### config.mk
export PLATFORM = sky130hd
export DESIGN_NAME = ksa_scheduler
export DESIGN_NICKNAME = d
export VERILOG_FILES = /design/src/rtl/ksa_pkg.sv /design/src/rtl/key_byte_select.sv /design/src/rtl/ksa_scheduler.sv
export SDC_FILE = /design/constraint.sdc
export NUM_CORES = 1
export LEC_CHECK = 0
export CAP_MARGIN = 10
export CORE_MARGIN = 3
export CORE_UTILIZATION = 34
export DETAILED_ROUTE_END_ITERATION = 8
export DONT_BUFFER_PORTS = 1
export HOLD_SLACK_MARGIN = 0.15
export PLACE_DENSITY = 0.57
export SYNTH_ARGS = -nofsm -noshare
export SYNTH_HDL_FRONTEND = slang
export SYNTH_SLANG_ARGS = --single-unit
### constraint.sdc
create_clock -name clk -period 2.65 [get_ports clk]
set_input_delay 0.3975 -clock clk [delete_from_list [all_inputs] [get_ports clk]]
set_output_delay 0.3975 -clock clk [all_outputs]
set_load 0.01 [all_outputs]
### src/rtl/ksa_pkg.sv
// Shared types and timing constants for the RC4 key-scheduling stage.
package ksa_pkg;

  typedef enum logic [3:0] {
    IDLE, INIT, RD_I, LD_I, RD_J, LD_J, WR_I, WR_J, DONE
  } state_t;

  localparam int S_SIZE          = 256;
  localparam int CYCLES_PER_ITER = 6;
  localparam int KSA_LATENCY     = S_SIZE * CYCLES_PER_ITER;
  localparam int INIT_CYCLES     = S_SIZE;

endpackage

### src/rtl/key_byte_select.sv
// Picks key byte kidx out of the latched key; byte 0 is the most significant byte.
module key_byte_select #(
  parameter int KEY_BYTES = 3,
  parameter int KEY_WIDTH = 8*KEY_BYTES,
  parameter int KIW       = 2
) (
  input  logic [KEY_WIDTH-1:0] key,
  input  logic [KIW-1:0]       kidx,
  output logic [7:0]           key_byte
);

  logic [KEY_BYTES-1:0][7:0] bytes;

  genvar g;
  generate
    for (g = 0; g < KEY_BYTES; g++) begin : g_byte
      assign bytes[g] = key[KEY_WIDTH-1-8*g -: 8];
    end
  endgenerate

  // Compare-and-select keeps out-of-range kidx codes harmless for non-power-of-2 key sizes.
  always_comb begin
    key_byte = '0;
    for (int k = 0; k < KEY_BYTES; k++)
      if (kidx == KIW'(k)) key_byte = bytes[k];
  end

endmodule

### src/rtl/ksa_scheduler.sv
// RC4 key scheduler: permutes S in place, 6 cycles per i, all memory outputs registered.
// Optional KSA_INIT_EN adds an INIT pass writing S[a]=a before scheduling.
module ksa_scheduler
  import ksa_pkg::*;
#(
  parameter int KEY_BYTES = 3,
  parameter int KEY_WIDTH = 8*KEY_BYTES
) (
  input  logic                 clk,
  input  logic                 reset,
  input  logic                 start,
  input  logic [KEY_WIDTH-1:0] secret_key,
  input  logic                 done_ack,
  output logic [7:0]           s_mem_addr,
  input  logic [7:0]           s_mem_data_read,
  output logic [7:0]           s_mem_data_write,
  output logic                 s_mem_wren,
  output logic                 busy,
  output logic                 done
);

  localparam int KIW = (KEY_BYTES > 1) ? $clog2(KEY_BYTES) : 1;

  state_t               state, state_n;
  logic [7:0]           i, i_n, j, j_n, si, si_n;
  logic [KIW-1:0]       kidx, kidx_n;
  logic [KEY_WIDTH-1:0] key_q, key_n;
  logic [7:0]           addr_n, wdata_n;
  logic                 wren_n, busy_n, done_n;
  logic [7:0]           kbyte, j_sum;

  key_byte_select #(
    .KEY_BYTES(KEY_BYTES),
    .KEY_WIDTH(KEY_WIDTH),
    .KIW      (KIW)
  ) u_ksel (
    .key     (key_q),
    .kidx    (kidx),
    .key_byte(kbyte)
  );

  assign j_sum = j + s_mem_data_read + kbyte;

  // Outputs are computed for the next state so the RAM sees them registered.
  always_comb begin
    state_n = state;
    i_n     = i;
    j_n     = j;
    si_n    = si;
    kidx_n  = kidx;
    key_n   = key_q;
    addr_n  = s_mem_addr;
    wdata_n = s_mem_data_write;
    wren_n  = 1'b0;
    busy_n  = busy;
    done_n  = done;
    case (state)
      IDLE: if (start) begin
        key_n  = secret_key;
        i_n    = '0;
        j_n    = '0;
        kidx_n = '0;
        busy_n = 1'b1;
        addr_n = '0;
`ifdef KSA_INIT_EN
        wdata_n = '0;
        wren_n  = 1'b1;
        state_n = INIT;
`else
        state_n = RD_I;
`endif
      end
`ifdef KSA_INIT_EN
      INIT: begin
        if (i == 8'hFF) begin
          i_n     = '0;
          addr_n  = '0;
          state_n = RD_I;
        end else begin
          i_n     = i + 8'd1;
          addr_n  = i + 8'd1;
          wdata_n = i + 8'd1;
          wren_n  = 1'b1;
        end
      end
`endif
      RD_I: state_n = LD_I;
      LD_I: begin
        si_n    = s_mem_data_read;
        j_n     = j_sum;
        addr_n  = j_sum;
        state_n = RD_J;
      end
      RD_J: state_n = LD_J;
      LD_J: begin
        addr_n  = i;
        wdata_n = s_mem_data_read;
        wren_n  = 1'b1;
        state_n = WR_I;
      end
      WR_I: begin
        addr_n  = j;
        wdata_n = si;
        wren_n  = 1'b1;
        state_n = WR_J;
      end
      WR_J: begin
        if (i == 8'hFF) begin
          busy_n  = 1'b0;
          done_n  = 1'b1;
          state_n = DONE;
        end else begin
          i_n     = i + 8'd1;
          kidx_n  = (kidx == KIW'(KEY_BYTES-1)) ? '0 : kidx + 1'b1;
          addr_n  = i + 8'd1;
          state_n = RD_I;
        end
      end
      DONE: if (done_ack) begin
        done_n  = 1'b0;
        state_n = IDLE;
      end
      default: state_n = IDLE;
    endcase
  end

  always_ff @(posedge clk) begin
    if (reset) begin
      state            <= IDLE;
      i                <= '0;
      j                <= '0;
      si               <= '0;
      kidx             <= '0;
      key_q            <= '0;
      s_mem_addr       <= '0;
      s_mem_data_write <= '0;
      s_mem_wren       <= 1'b0;
      busy             <= 1'b0;
      done             <= 1'b0;
    end else begin
      state            <= state_n;
      i                <= i_n;
      j                <= j_n;
      si               <= si_n;
      kidx             <= kidx_n;
      key_q            <= key_n;
      s_mem_addr       <= addr_n;
      s_mem_data_write <= wdata_n;
      s_mem_wren       <= wren_n;
      busy             <= busy_n;
      done             <= done_n;
    end
  end

endmodule

---- Word level (Yosys, flattened, before mapping) ----
Index checks and enable logic that the tools add are counted.
operators by class
  add/sub/neg operators ................... 4
  reduce and logical (&&, ||, !) cells .... 15
  mux-type cells .......................... 24
  equality and inequality tests ........... 14
operators with widths
  kind                                           count
  case mux 8 bit (2 select lines)                3
  2-to-1 mux 8 bit                               5
  case mux 8 bit (5 select lines)                1
  case mux 4 bit (8 select lines)                1
  adder 8 bit                                    2
  == test 4 x 3 -> 1 bit, second input constant  4
  2-to-1 mux 4 bit                               3
  AND reduction 3 bit                            4
  adder 8 x 1 -> 8 bit, second input constant    1
  == test 4 x 2 -> 1 bit, second input constant  2
  == test 8 bit, second input constant           1
  inequality test 2 bit, second input constant   4
  nonzero test 2 bit                             4
  2-to-1 mux 2 bit                               3
  AND reduction 2 bit                            3
  2-to-1 mux 1 bit                               5
  nonzero test 5 bit                             1
  == test 4 bit, second input constant           1
  zero test 4 bit                                1
  case mux 1 bit (2 select lines)                2
  case mux 2 bit (2 select lines)                1
  adder 2 x 1 -> 2 bit, second input constant    1
  == test 2 x 1 -> 1 bit, second input constant  1
  == test 2 bit, second input constant           1
  2 further kinds                                2
storage, ports and cells
  input bits .............................. 36
  output and inout bits ................... 19
  word-level logic and storage cells ...... 68
  register bits after elaboration ......... 73

---- Longest topological paths before layout ----
Gate-level depths: netlist of run 1.
  word-level depth ........................ 6
  depth in mapped cells ................... 13

---- Modules after synthesis ----
A second synthesis of run 1 with hierarchy kept.
unflattened totals
  cell total of the unflattened synthesis .. 442
  area total of the unflattened synthesis .. 3791.1 um^2
by module, submodules not included
  module           times used  cells each  area an instance (um^2)
  ksa_scheduler    1           422         3593.4
  key_byte_select  1           20          197.7

---- Least setup slack after synthesis of run 1 ----
Ideal clock, no wire load.
  kind .................................... reg2reg
  start ................................... register kidx[1]
  end ..................................... register s_mem_addr[5]
  setup slack ............................. -0.063 ns
  buffers on the path ..................... 1
  library setup time ...................... 0.122 ns
  data arrival time ....................... 2.592 ns
  stages on the path, launching flop included .. 14
  path through ............................ dfxtp_1 buf_2 mux2i_1 nor2_1 a21oi_1 fa_1 inv_1 ha_1 fa_1 a21o_1 a21oi_1 mux2i_1 a211oi_1 o21ai_1
on the way
  longest elaborated chain between the ends .. 6
  elaborated cells on any way between the ends .. 8
RTL lines
  item                                 line                   source
  start, declared                      ksa_scheduler.sv:26    logic [KIW-1:0] kidx, kidx_n;
  start signal, assigned               ksa_scheduler.sv:145   kidx <= kidx_n;
  zero test 2 bit                      key_byte_select.sv:25  if (kidx == KIW'(k)) key_byte = bytes[k];
  2-to-1 mux 8 bit (2 in series)       key_byte_select.sv:25
  2-to-1 mux 8 bit (*)                 key_byte_select.sv:25
  adder 8 bit (*)                      ksa_scheduler.sv:42    assign j_sum = j + s_mem_data_read + kbyte;
  case mux 8 bit (5 select lines) (*)  ksa_scheduler.sv:57    case (state)
  end signal, assigned                 ksa_scheduler.sv:147   s_mem_addr <= addr_n;
  end, declared                        ksa_scheduler.sv:14    output logic [7:0] s_mem_addr,
Every way passes the cells marked *; elsewhere a longest branch is shown, timed or not.
A chain may end at the register's enable or synchronous reset.

---- Final worst setup path of run 1 ----
  start ................................... register kidx[1]
  end ..................................... register s_mem_addr[7]
Same word-level chain as after synthesis.

==> flow_summary_export.csv, run 1 <==
group,metric,value,unit
sta,fmax,369,MHz
critical_path,rr_startpoint,"kidx[1]",
yosys,synthCells,449,
cts,cts_tree,"built",
critical_path,end_kind,"register",
sta,hold_viol_final,0,
critical_path,reg2regPathDepth,11,
critical_path,start_kind,"register",
global_routing,grt_pass1_wl,15200,microns
yosys,syn_area_per_cell,8.17,sq um
run_status,outcome,"finished with violations",
critical_path,cp_max_fo,6,
layout,syn_to_final_growth,15.5,%
pwr,p_int,0.00184,W
floorplan,io_pins,55,
pwr,ir_drop,250,uV
pwr,p_seq_share,46.9,%
cts,clockBufferDepth,2,
floorplan,die_area,12100,sq um
sta,period_share,102,%
floorplan,die_height,110,microns
sta,finalSetupViolCount,4,
sta,skew,0.00612,ns
layout,mostFrequentLayoutCell,"nand2_1",
layout,final_net_count,505,
yosys,synth_warnings,0,
layout,final_util,40.7,%
global_routing,grt_pass1_vias,3006,
pwr,switchingPower,0.000668,W
global_routing,antenna_found_initial,0,
placement,hpwl,6740,microns
sta,drv_slew,0,
pwr,p_leak,1.55,nW
floorplan,dieWidth,110,microns
pwr,clkPwrFrac,39.6,%
pwr,power_per_cell_area,592,nW/um^2
global_routing,grt_max_degree,73,
yosys,synth_cell_types,50,
sta,hold_ws,0.181,ns
critical_path,r2r-end,"s_mem_addr[7]",
sta,rsz0062_at_grt,"true",
pwr,p_comb_share,13.5,%
cts,clk_pin_slew_worst_paths,0.08,ns
floorplan,rows,37,
yosys,syn-cell-area,3670,sq um
yosys,async_flop_share,0,%
detailed_routing,wire_per_inst,15.9,microns
critical_path,required,2.87,ns
cts,cts_buffers,9,
yosys,synth_seq_area_share,39.8,%
cts,clk_latency,0.34,ns
detailed_routing,drc,0,
global_routing,overflow,0,
global_routing,grt_usage,16.1,%
cts,clkSinkCount,73,
placement,io_buffers,0,
min_path,hold_end,"key_q[14]",
detailed_routing,dr.pass1.iters,4,
min_path,holdPathStages,2,
sta,slew_headroom,60.0,%
yosys,synth_nets,500,
detailed_routing,drt-total-wl,9470,microns
critical_path,max_stage_delay,0.49,ns
sta,min_period,2.71,ns
sta,worstMarginPinSlew,0.599,ns
critical_path,reg2reg_slack,-0.06,ns
layout,n_antenna_cell,0,
layout,drive_above_1_share,13.9,%
floorplan,initial_utilization,35.2,%
critical_path,crit_chain,"buf_4, mux2i_1, o21ai_1, buf_4, fa_1, ha_4, a21o_1, nand4_1, and3_1, mux2i_1, a211oi_1",
placement,place_congestion,0.859,
yosys,ys.flop_type,"dfxtp_1",
detailed_routing,drt_iter0_drc,147,
detailed_routing,num_vias,3095,
detailed_routing,avgViaCountPerCell,5.20,
min_path,hp-class,"input port to register",
layout,layout_common_cells,"90 x nand2_1, 71 x dfxtp_1, 56 x a21oi_1",
floorplan,core,10400,sq um
critical_path,crit_arrival,2.92,ns
job,cap_violations,0,
critical_path,criticalPathCategory,"register to register",
cts,h-tree-depth,3,
sta,setup_slack,-0.0589,ns
detailed_routing,final_antenna_net_count,0,
run_status,violations,"setup timing",
min_path,hp-start,"secret_key[14]",
yosys,ys_ff_latch,73,
critical_path,slowest_stage,"fa_1",
yosys,synth_edf_count,0,
cts,clock-root-buffer,"clkbuf_8",
pwr,sw_frac_of_total,26.6,%
Yosys cell counts (3+ instances only):
cell type | instances | area (sq um)
nand2_1 | 90 | 338
buf_2 | 11 | 55.1
xor2_1 | 6 | 52.6
o21ai_0 | 12 | 60.1
inv_1 | 14 | 52.6
ha_1 | 7 | 87.6
a22oi_1 | 9 | 67.6
mux2i_1 | 20 | 200
nor2_1 | 35 | 131
nand2b_1 | 4 | 25.0
fa_1 | 8 | 160
or3_1 | 3 | 18.8
nand3_1 | 5 | 25.0
xnor2_1 | 6 | 52.6
a21o_1 | 3 | 22.5
nand3b_1 | 3 | 22.5
dfxtp_1 | 73 | 1460
clkbuf_1 | 14 | 52.6
nor2b_1 | 5 | 31.3
a211oi_1 | 13 | 97.6
buf_4 | 3 | 22.5
a21oi_1 | 62 | 310
and3_1 | 6 | 37.5
a22o_1 | 3 | 26.3
stage by stage:
step / setup WS [ns] / total power, W / area [sq um] / instances / TNS, ns
2_1_floorplan: 0.00165 / 0.00141 / 3670 / 449 / 0
3_3_place_gp: -0.106 / 0.00148 / 3860 / 576 / -0.412
5_1_grt: -0.182 / 0.00263 / 4240 / 595 / -0.676
6_report: -0.0589 / 0.00251 / 4240 / 595 / -0.157
3_5_place_dp: -0.226 / 0.00148 / 3860 / 576 / -1.29
4_1_cts: -0.000367 / 0.00251 / 4160 / 594 / -0.000367
critical path, delay by kind of cell, from the launching register on:
family / cells / cell delay, ns
buf+inv: 2 / 0.29
compound gates: 3 / 0.35
flops: 1 / 0.39
fa+ha+maj: 2 / 0.80
simple gates: 2 / 0.35
mux: 2 / 0.40
flip-flops by register name, indices dropped and copies added, names as in the netlist, 2 cells and up:
signal and flops:
state 4, s_mem_data_write 8, i 8, kidx 2, j 8, key_q 24
s_mem_addr 8, si 8
what timing repair did:
item	CTS	global route
endpoints found under the setup margin	9	9
gates resized for setup	13	15
cloned	0	0
hold endpoints to repair	72	0
pin swaps	8	16
hold buffers	2	0
buffers inserted	0	1
layer usage:
| layer | part of all wire (%) | routed length (microns) | global-route usage [%] | up-vias |
|---|---|---|---|---|
| met3 | 5.0 | 469 | 3.99 | 9 |
| met2 | 46 | 4390 | 24.6 | 62 |
| met1 | 48 | 4510 | 22.3 | 1467 |
| met5 | 0 | 0 | 0 | - |
| met4 | 1.1 | 102 | 5.08 | 0 |
| li1 | - | - | - | 1557 |
worst max-delay path by stage:
stage,startpoint,end,slack (ns)
floorplan,kidx[1],s_mem_addr[5],0.002
global placement,kidx[1],s_mem_addr[6],-0.11
detailed placement,kidx[1],s_mem_addr[6],-0.23
CTS,kidx[0],s_mem_addr[5],-0.0004
global route,kidx[1],s_mem_addr[7],-0.18
finish,kidx[1],s_mem_addr[7],-0.06
power groups by stage:
| stage | registers (W) | logic [W] | clock network (W) |
|---|---|---|---|
| after floorplan | 0.00119 | 0.000230 | 0 |
| after global placement | 0.00120 | 0.000275 | 0 |
| after CTS | 0.00118 | 0.000316 | 0.00102 |
| after global routing | 0.00118 | 0.000383 | 0.00106 |
| final | 0.00118 | 0.000338 | 0.000994 |
| after detailed placement | 0.00120 | 0.000282 | 0 |
cell families after synthesis:
| kind of cell | synth area share (%) |
|---|---|
| flops | 39.8 |
| mux | 5.46 |
| simple gates | 20.3 |
| compound gates | 18.9 |
| buf+inv | 5.66 |
| fa+ha+maj | 7.03 |
| xor+xnor | 2.86 |
layout make-up:
class,instances,area (sq um)
sequential,73,1470
timing repair buffer,26,221
clock inverter,6,90.1
clock buffer,10,138
tap,136,170
multi-input combinational,330,2100
inverter,14,52.6
fill,1066,6180
Power figures use the tool's default switching activity.
==> inputs of run 2 (changes only) <==
Settings changed: CTS_BUF_LIST set to sky130_fd_sc_hd__clkbuf_8 sky130_fd_sc_hd__clkbuf_16.
==> results of run 2 <==
Final layout, timing and power as in run 1 (identical DEF).
==> inputs of run 3 (changes only) <==
Settings changed: CORE_UTILIZATION 34 to 35, PLACE_DENSITY 0.57 to 0.58.
==> run 3 against run 2 <==
The run still ends with setup timing left. Combinational power down 1%. Worst setup slack got worse by 0.039 ns. Via count barely moved. Core utilization increased by 1.7 points. Highest routed layer unchanged. Fmax is 1.4% lower. Clock-buffer cell count is 1 lower. Clock skew rose by 0.00051 ns. Cell count is 0.50% lower. Non-clock buffer count unchanged. Global-route usage increased by 0.38 points. Largest cell class unchanged.
==> flow_summary_export.csv, run 3 (synthesized netlist as in run 1, its figures left out) <==
group,metric,value,unit
critical_path,max_stage_delay,0.47,ns
run_status,outcome,"finished with violations",
global_routing,grt_use_met1,22.3,%
critical_path,criticalPathCategory,"register to register",
cts,cts_buffers,9,
floorplan,initial_utilization,36.7,%
placement,io_buffers,0,
layout,final_net_count,505,
global_routing,antenna_found_initial,0,
cts,h-tree-depth,3,
sta,rsz0062_at_grt,"true",
cts,clockBufferDepth,2,
sta,hold_ws,0.178,ns
detailed_routing,drc,0,
pwr,power_per_cell_area,584,nW/um^2
cts,clock-root-buffer,"clkbuf_8",
critical_path,required,2.92,ns
min_path,holdPathStages,2,
detailed_routing,drt_iter0_drc,202,
sta,min_period,2.75,ns
global_routing,met3_usage,4.06,%
detailed_routing,num_vias,3096,
detailed_routing,dr.pass1.iters,5,
cts,clk_latency,0.35,ns
cts,clk_pin_slew_worst_paths,0.08,ns
detailed_routing,avgViaCountPerCell,5.23,
critical_path,critPathBufInv,2,
detailed_routing,final_antenna_net_count,0,
global_routing,grt_max_degree,73,
job,cap_violations,0,
global_routing,overflow,0,
critical_path,slowest_stage,"fa_1",
pwr,total_power,0.00247,W
critical_path,cp_num_cells,13,
critical_path,end_kind,"register",
floorplan,dieWidth,108,microns
min_path,hp-class,"input port to register",
placement,place_congestion,0.855,
critical_path,cp_max_fo,4,
critical_path,crit_chain,"buf_6, mux2i_1, nor2_1, a21oi_2, fa_1, inv_1, ha_2, fa_2, a21o_1, nand4_1, and3_1, mux2i_2, a211oi_2",
global_routing,use_met2,25.8,%
detailed_routing,drt-total-wl,9330,microns
layout,largest_reg_flops,24,
floorplan,io_pins,55,
cts,clkSinkCount,73,
cts,cts_tree,"built",
layout,largest_register,"key_q",
sta,fmax,364,MHz
global_routing,grt_pass1_vias,2926,
sta,hold_viol_final,0,
floorplan,die_area,11700,sq um
layout,layout_common_cells,"90 x nand2_1, 72 x dfxtp_1, 57 x a21oi_1",
critical_path,path_delay_family,"adder cells",
sta,drv_slew,0,
floorplan,die_height,108,microns
cts,post-cts-setup-buffers,0,
critical_path,crit_arrival,3.02,ns
critical_path,reg2regPathDepth,13,
floorplan,core,10000,sq um
critical_path,start_kind,"register",
layout,syn_to_final_growth,15.4,%
sta,worstMarginPinSlew,0.585,ns
sta,finalSetupViolCount,6,
pwr,p_leak,1.54,nW
pwr,ir_drop,253,uV
sta,period_share,104,%
floorplan,rows,36,
placement,hpwl,6570,microns
layout,mostFrequentLayoutCell,"nand2_1",
sta,slew_headroom,61.0,%
run_status,violations,"setup timing",
layout,drive_above_1_share,13.9,%
global_routing,grt_pass1_wl,15100,microns
sta,skew,0.00663,ns
sta,setup_slack,-0.0980,ns
global_routing,top_usage_layer,"met2",
global_routing,grt_usage,16.5,%
layout,n_antenna_cell,0,
detailed_routing,wire_per_inst,15.8,microns
[run 3: layer usage]
metal | up-vias | wire length (microns)
met4 | 0 | 153
met2 | 84 | 4350
met5 | - | 0
met1 | 1450 | 4200
met3 | 11 | 624
li1 | 1551 | -
[run 3: repair_timing]
item	4_1_cts	5_1_grt
endpoints found under the hold margin	72	0
setup endpoints to repair	10	9
hold buffers	2	0
pin swaps	7	9
resized for setup	15	14
[run 3: worst paths after layout]
path                                      from       endpoint  slack [ns]
worst max-delay path                   kidx[1]  s_mem_addr[7]        -0.1
worst min-delay path            secret_key[10]      key_q[10]        0.18
worst max register to register         kidx[1]  s_mem_addr[7]        -0.1
worst min register to register        key_q[0]       key_q[0]        0.46
[run 3: where the power goes]
| part | internal [W] | total [W] | switching (W) |
|---|---|---|---|
| logic | 0.000141 | 0.000333 | 0.000192 |
| registers | 0.00114 | 0.00118 | 0.0000381 |
| clock network | 0.000530 | 0.000965 | 0.000435 |
[run 3: cell type report]
type | count | area, sq um
clock buffers | 9 | 124
clock inverters | 7 | 95.1
fillers | 1044 | 5770
inverters | 14 | 52.6
multi-input cells | 330 | 2110
flip-flops and latches | 73 | 1470
well taps | 133 | 166
repair buffers | 26 | 221
[run 3: worst register-to-register path: cells and delay by family, from the launching register on]
kind	cells	cell delay, ns
adders and majority gates	3	1.02
AOI/OAI and AO/OA	3	0.48
and+or+nand+nor	3	0.44
DFF	1	0.37
muxes	2	0.20
buffers and inverters	2	0.15
[run 3: per-stage QoR]
step	TNS (ns)	instances	cell area, sq um	setup WS [ns]	utilization (%)
finish	-0.236	592	4230	-0.0980	42.3
detailed placement	-1.29	574	3860	-0.255	38.6
CTS	-0.123	592	4180	-0.0632	41.8
global route	-1.25	592	4230	-0.214	42.3
global placement	-1.06	574	3860	-0.234	38.6
floorplan	0	449	3670	0.00165	-
